===== src/rtl/mdu_ctrl.sv =====
`default_nettype none
// ============================================================================
// Module   : mdu_ctrl
// Purpose  : EX-stage multiply/divide unit. Sequences MULT/MULTU,
//            MADD/MADDU/MSUB/MSUBU (product plus HI/LO accumulate) and
//            DIV/DIVU (radix-2 restoring divider with sign fix-up).
//            Stalls EX while busy and issues one HI/LO write at the end.
// Revision : 1.0 - initial release
// ============================================================================
module mdu_ctrl #(
    parameter int MUL_LAT = 2      // acceptance-to-product latency, 1..4
) (
    input  logic        clk,
    input  logic        resetn,
    input  logic        start_i,
    input  logic [2:0]  op_i,
    input  logic [31:0] src_a_i,
    input  logic [31:0] src_b_i,
    input  logic [31:0] hi_i,
    input  logic [31:0] lo_i,
    input  logic        flush_i,
    output logic        stall_o,
    output logic        done_o,
    output logic [31:0] hi_o,
    output logic [31:0] lo_o,
    output logic [1:0]  whilo_o
);

    localparam logic [2:0] c_IDLE = 3'd0;
    localparam logic [2:0] c_MUL  = 3'd1;
    localparam logic [2:0] c_ACC  = 3'd2;
    localparam logic [2:0] c_DIV  = 3'd3;
    localparam logic [2:0] c_SIGN = 3'd4;
    localparam logic [2:0] c_DONE = 3'd5;

    // Count value in the final MUL cycle; unused when MUL_LAT is 1
    localparam logic [5:0] c_MUL_LAST = (MUL_LAT > 1) ? 6'(MUL_LAT - 2) : 6'd0;
    localparam logic [5:0] c_DIV_LAST = 6'd31;

    logic [2:0]  r_state;
    logic [2:0]  w_next;

    // Operation context latched at acceptance
    logic        r_acc;      // accumulate op (MADD/MSUB family)
    logic        r_sub;      // MSUB/MSUBU
    logic        r_dvz;      // divide by zero
    logic        r_neg_q;    // quotient must be negated
    logic        r_neg_r;    // remainder must be negated
    logic [31:0] r_a;        // raw dividend, returned in HI on divide by zero
    logic [31:0] r_hi;
    logic [31:0] r_lo;
    logic [63:0] r_prod;
    logic [5:0]  r_cnt;

    // Divider working registers: quotient shifts in from the dividend
    logic [31:0] r_quo;
    logic [31:0] r_rem;
    logic [31:0] r_dvs;

    logic        w_accept;
    logic        w_is_div;
    logic        w_signed;
    logic [63:0] w_a_ext;
    logic [63:0] w_b_ext;
    logic [63:0] w_prod;
    logic [31:0] w_a_mag;
    logic [31:0] w_b_mag;
    logic [32:0] w_shift;
    logic [32:0] w_diff;
    logic        w_ge;
    logic [31:0] w_quo_fix;
    logic [31:0] w_rem_fix;
    logic [63:0] w_acc;
    logic [63:0] w_result;

    assign w_accept = (r_state == c_IDLE) && start_i && !flush_i;
    assign w_is_div = ~op_i[2] & op_i[1];
    assign w_signed = ~op_i[0];

    // Low 64 bits of the product of the 64-bit extended operands equal the
    // true signed/unsigned 32x32 product.
    assign w_a_ext = {{32{w_signed & src_a_i[31]}}, src_a_i};
    assign w_b_ext = {{32{w_signed & src_b_i[31]}}, src_b_i};
    assign w_prod  = w_a_ext * w_b_ext;

    assign w_a_mag = (w_signed && src_a_i[31]) ? (~src_a_i + 32'd1) : src_a_i;
    assign w_b_mag = (w_signed && src_b_i[31]) ? (~src_b_i + 32'd1) : src_b_i;

    // One restoring step: remainder always stays below the divisor, so the
    // shifted value fits 33 bits and bit 32 of the difference is its sign.
    assign w_shift = {r_rem, r_quo[31]};
    assign w_diff  = w_shift - {1'b0, r_dvs};
    assign w_ge    = ~w_diff[32];

    assign w_quo_fix = r_neg_q ? (~r_quo + 32'd1) : r_quo;
    assign w_rem_fix = r_neg_r ? (~r_rem + 32'd1) : r_rem;
    assign w_acc     = r_sub ? ({r_hi, r_lo} - r_prod) : ({r_hi, r_lo} + r_prod);

    assign stall_o = w_accept || ((r_state != c_IDLE) && (r_state != c_DONE));
    assign done_o  = (r_state == c_DONE);

    // State register
    always_ff @(posedge clk or negedge resetn) begin
        if (!resetn) begin
            r_state <= c_IDLE;
        end else begin
            r_state <= w_next;
        end
    end

    // Next-state selection; a flush cancels everything except DONE
    always_comb begin
        w_next = r_state;
        case (r_state)
            c_IDLE: begin
                if (w_accept) begin
                    if (w_is_div) begin
                        w_next = (src_b_i == 32'd0) ? c_SIGN : c_DIV;
                    end else if (MUL_LAT == 1) begin
                        w_next = op_i[2] ? c_ACC : c_DONE;
                    end else begin
                        w_next = c_MUL;
                    end
                end
            end
            c_MUL: begin
                if (flush_i) begin
                    w_next = c_IDLE;
                end else if (r_cnt == c_MUL_LAST) begin
                    w_next = r_acc ? c_ACC : c_DONE;
                end
            end
            c_ACC:  w_next = flush_i ? c_IDLE : c_DONE;
            c_DIV: begin
                if (flush_i) begin
                    w_next = c_IDLE;
                end else if (r_cnt == c_DIV_LAST) begin
                    w_next = c_SIGN;
                end
            end
            c_SIGN: w_next = flush_i ? c_IDLE : c_DONE;
            c_DONE: w_next = c_IDLE;
            default: w_next = c_IDLE;
        endcase
    end

    // Value written to HI/LO on the edge that enters DONE
    always_comb begin
        w_result = 64'd0;
        case (r_state)
            c_IDLE: w_result = w_prod;
            c_MUL:  w_result = r_prod;
            c_ACC:  w_result = w_acc;
            c_SIGN: w_result = r_dvz ? {r_a, 32'hFFFF_FFFF} : {w_rem_fix, w_quo_fix};
            default: w_result = 64'd0;
        endcase
    end

    // Operand capture, multiplier/divider datapath and HI/LO result registers
    always_ff @(posedge clk or negedge resetn) begin
        if (!resetn) begin
            r_acc   <= 1'b0;
            r_sub   <= 1'b0;
            r_dvz   <= 1'b0;
            r_neg_q <= 1'b0;
            r_neg_r <= 1'b0;
            r_a     <= 32'd0;
            r_hi    <= 32'd0;
            r_lo    <= 32'd0;
            r_prod  <= 64'd0;
            r_cnt   <= 6'd0;
            r_quo   <= 32'd0;
            r_rem   <= 32'd0;
            r_dvs   <= 32'd0;
            hi_o    <= 32'd0;
            lo_o    <= 32'd0;
            whilo_o <= 2'b00;
        end else begin
            if (w_accept) begin
                r_acc   <= op_i[2];
                r_sub   <= op_i[2] & op_i[1];
                r_dvz   <= w_is_div && (src_b_i == 32'd0);
                r_neg_q <= w_signed & (src_a_i[31] ^ src_b_i[31]);
                r_neg_r <= w_signed & src_a_i[31];
                r_a     <= src_a_i;
                r_hi    <= hi_i;
                r_lo    <= lo_i;
                r_prod  <= w_prod;
                r_cnt   <= 6'd0;
                r_quo   <= w_a_mag;
                r_rem   <= 32'd0;
                r_dvs   <= w_b_mag;
            end else if (r_state == c_MUL) begin
                r_cnt <= r_cnt + 6'd1;
            end else if (r_state == c_DIV) begin
                r_cnt <= r_cnt + 6'd1;
                r_quo <= {r_quo[30:0], w_ge};
                r_rem <= w_ge ? w_diff[31:0] : w_shift[31:0];
            end

            if (w_next == c_DONE) begin
                hi_o    <= w_result[63:32];
                lo_o    <= w_result[31:0];
                whilo_o <= 2'b11;
            end else begin
                whilo_o <= 2'b00;
            end
        end
    end

endmodule
`default_nettype wire


===== config.mk =====
export PLATFORM = sky130hd
export DESIGN_NAME = mdu_ctrl
export DESIGN_NICKNAME = d
export VERILOG_FILES = /design/src/rtl/mdu_ctrl.sv
export SDC_FILE = /design/constraint.sdc
export NUM_CORES = 2
export LEC_CHECK = 0
export CORE_UTILIZATION = 30
export CTS_CLUSTER_SIZE = 24
export DETAILED_ROUTE_END_ITERATION = 8
export PLACE_DENSITY = 0.51
export SYNTH_ARGS = -nofsm -noshare
export SYNTH_HDL_FRONTEND = slang
export SYNTH_SLANG_ARGS = --single-unit

===== constraint.sdc =====
create_clock -name clk -period 4.4 [get_ports clk]
set_input_delay 1.1 -clock clk [delete_from_list [all_inputs] [get_ports clk]]
set_output_delay 1.1 -clock clk [all_outputs]
set_load 0.01 [all_outputs]

==> out/qor.log <==
[yosys] adder and majority cell fraction of the synthesized area 43.2%
[die] Initial Utilization 30.3%
[routing] DRC violation count after routing 0
[placement] # port buffers 202
[yosys] net count after synthesis 8,751
[yosys] simple-gate share of the synthesized area 17.3%
[timing] Final Hold Violating Endpoints 0
[cts] H-tree levels 2
[routing] 1st-iter DRT viols 3,223
[yosys] gate count of the mapped netlist 7,174
[timing] highest achievable clock rate 123 MHz
[timing] final critical-path required period 8.13 ns
[worst_hold_path] worst hold path class reg -> reg
[timing] final-report max-slew violation count 0
[die] die outline height 454 µm
[routing] routed via count 53,200
[run_status] run status finished with violations
[cts] Hold-fix buffers, CTS 0
[timing] # setup viols final 100
[setup_path] startpoint types input port
[setup_path] Worst path slowest cell fa_2
[timing] Worst-Margin Slew 1.13 ns
[cts] clock tree from TritonCTS yes
[flow_run] max-capacitance violation count 0
[die] number of placement rows 165
[yosys] Seq/Total Area, Yosys 13.7%
[setup_path] Critical Path AT 8.64 ns
[cts] number of buffers inserted during clock tree synthesis 42
[timing] fin worst setup slack -3.73 ns
[cts] clock edge transition at the registers on the reported setup and hold paths 0.06 ns
[layout] Final nets 9,801
[global_route] overflow left after global routing 0
[setup_path] Top delay family on crit path adder cells
[cts] buffer cell driving the clock tree root clkbuf_16
[die] count of boundary I/O pins 203
[placement] sum of net half-perimeters after detailed placement 188,000 µm
[die] area of the die 0.206 mm²
[setup_path] required time of the critical path 4.91 ns
[global_route] number of antenna violations at the first check in global routing 15
[yosys] Synth Area in XOR/XNOR 4.94%
[worst_hold_path] Cells on Worst Hold Path 2
[routing] final wirelength 231,000 µm
[global_route] pin count of the biggest net entering global routing 165
[die] floorplan core area 0.203 mm²
[run_status] failing checks negative setup slack
[setup_path] Worst Setup End Kind register
[yosys] Post-synth top flop dfrtp_1
[routing] Via-to-Cell Ratio 4.86
[timing] final worst clock skew 0.0300 ns
[global_route] vias in the first global route 56,300
[layout] fraction of layout instances using a drive strength above 1 26.0%
[layout] Layout Area Growth over Synthesis 35.0%
[setup_path] crit path buf inv count 12
[cts] clock sink count 335
[cts] clock latency at the later pin of the worst-skew pair 0.60 ns
[timing] portion of the clock cycle consumed by the worst path in the final layout 185%
[timing] RSZ-0062 raised after global routing yes
[layout] final non-filler cell area 0.0828 mm²
[routing] number of iterations in the first detailed-routing pass 8
[cts] Clock Tree Buf Depth 3
[yosys] largest family of logic cells by synthesized area adder cells
[yosys] multiplexer share of the synthesized area 0.527%
[timing] relative slew slack 23.9%
[setup_path] logic depth of the worst path, buffers included 31
[routing] mean routed wirelength per cell 21.1 µm
[routing] DRT antenna net count 0
[global_route] wire length of the first global-routing pass 349,000 µm
[yosys] Yosys warnings 0
[setup_path] Most Frequent Cell on Critical Path fa_1
[yosys] synthesized area 0.0613 mm²
[setup_path] worst-case reg-to-reg path depth 23
[global_route] Overall Global Routing Usage 22.3%
[setup_path] worst setup path class in -> reg
[yosys] async set-or-reset flop fraction in the synthesized netlist 100%
[yosys] count of flip-flops with a built-in enable after synthesis 0
[yosys] Cell variety after synth 85
[yosys] fraction of the mapped netlist area in compound gates 10.3%
[setup_path] Largest stage delay, worst path 0.60 ns
[placement] area of placed instances 0.0747 mm²
[setup_path] largest fanout of any net on the critical path 6
[yosys] post-synthesis register bit count 335
[yosys] average size of a mapped cell 8.54 µm²
[placement] weighted congestion at the end of routability-driven global placement 0.898
[die] width of the die 454 µm
-- metal layers --
layer / routed length, µm / track usage, % / up-vias
met1: 97600 / 28.9 / 27200
met4: 10800 / 8.60 / 4
li1: - / - / 24300
met5: 33 / 0 / -
met3: 9960 / 2.03 / 307
met2: 113000 / 38.2 / 1282
-- cell usage after synthesis (all sizes together), types with 34 or more instances --
cell	instances	area, µm²
a21o	91	683
dfrtp	335	8380
buf	61	240
and2	366	2290
a31oi	68	425
o31ai	34	274
nand2b	34	213
clkbuf	376	1410
o21ai	319	1600
nand3	36	180
a21oi	286	1430
xnor2	225	1970
fa	1127	22600
xor2	121	1060
inv	1192	4470
ha	315	3940
nor3	47	240
nand2	1386	5200
nor2	293	1100
nand4	43	269
-- final cells by class --
cell class | count | area (µm²)
Timing Repair Buffer | 1443 | 13900
Antenna cell | 4 | 10.0
Multi-Input combinational cell | 5209 | 51200
Clock buffer | 65 | 1270
Fill cell | 20000 | 120000
Tap cell | 2672 | 3340
Sequential cell | 335 | 8390
Clock inverter | 10 | 154
Inverter | 1193 | 4510
-- kinds of logic after synthesis --
logic type	after synthesis
and+or+nand+nor	2363
buffers and inverters	1630
xor gates and xnor gates	346
AOI/OAI and AO/OA	1026
adders and majority gates	1442
muxes	32
DFF	335
-- worst reg2reg max path, cell delays in order (launching register included) --
cell and delay (ns):
dfrtp_1 0.40, buf_4 0.18, nor4_2 0.28, buf_4 0.18, nand4_1 0.17, buf_4 0.21
nor2_4 0.15, a21oi_2 0.09, xnor2_2 0.25, ha_1 0.32, buf_6 0.14, a21oi_4 0.15
o21ai_4 0.09, a2111oi_4 0.29, buf_4 0.18, o21ai_4 0.07, nor3_4 0.30, nand2_8 0.11
a31oi_4 0.26, a21oi_2 0.09, xor2_1 0.18, a221oi_2 0.25, buf_4 0.16, o21ai_0 0.07
-- stage by stage --
stage	TNS, ns	util, %	hold WS (ns)	cells	worst slack (ns)
5_1_grt	-243.47	40.9	0.494	10900	-3.99
4_1_cts	-226.77	39.0	0.477	10800	-3.80
3_5_place_dp	-319.97	36.9	0.463	10600	-4.90
3_3_place_gp	-318.87	36.9	0.458	10600	-4.91
6_report	-223.82	40.9	0.472	10900	-3.73
2_1_floorplan	-201.68	-	0.437	7174	-3.86
-- flip-flops by register name (all words and copies together) (netlist names) --
register  cells
hi_o         32
r_sub         1
r_dvs        32
r_state       3
r_acc         1
r_hi         32
r_dvz         1
r_prod       64
r_quo        32
lo_o         32
r_neg_r       1
r_cnt         6
r_neg_q       1
r_rem        32
r_a          32
r_lo         32
whilo_o       1
-- what timing repair did --
action,4_1_cts,5_1_grt
gates resized for setup,480,706
pin swaps,308,519
endpoints found under the setup margin,113,115
setup buffers,112,148
cloned,10,4
-- cell usage in the layout, fill, tap and decap left out, types with 25 or more instances in the layout --
master / n
fa_2: 69
xor2_1: 106
and2_4: 64
nand3_1: 29
ha_4: 84
a21oi_1: 187
a21oi_2: 67
o31ai_1: 25
dfrtp_1: 333
nand4_1: 43
o21ai_0: 199
buf_12: 130
nand2_2: 31
clkbuf_16: 49
xnor2_1: 180
inv_2: 95
a21o_1: 90
fa_1: 1058
nor3_1: 35
clkdlybuf4s50_1: 136
o21ai_2: 46
mux2i_1: 30
nor2_1: 258
nand2_1: 1339
a21oi_4: 32
buf_6: 165
ha_1: 227
buf_4: 942
and2_1: 299
o21ai_1: 67
nand2b_1: 34
a31oi_1: 57
xnor2_2: 33
inv_1: 1089
-- worst paths after layout --
check                                 startpoint                endpoint  slack, ns
min in group asynchronous                 resetn     r_lo[0]$_DFFE_PN0P_       0.52
max reg2reg                r_prod[7]$_DFFE_PN0P_    hi_o[23]$_DFFE_PN0P_      -0.29
min                          r_a[21]$_DFFE_PN0P_     r_a[21]$_DFFE_PN0P_       0.47
max in group asynchronous                 resetn       r_dvz$_DFFE_PN0P_       2.87
min reg2reg                  r_a[21]$_DFFE_PN0P_     r_a[21]$_DFFE_PN0P_       0.47
max                                      op_i[0]  r_prod[62]$_DFFE_PN0P_      -3.73
Power is left out: the tool's default activity adds up to more than one toggle a clock period on the data nets, which glitch-free logic cannot reach.
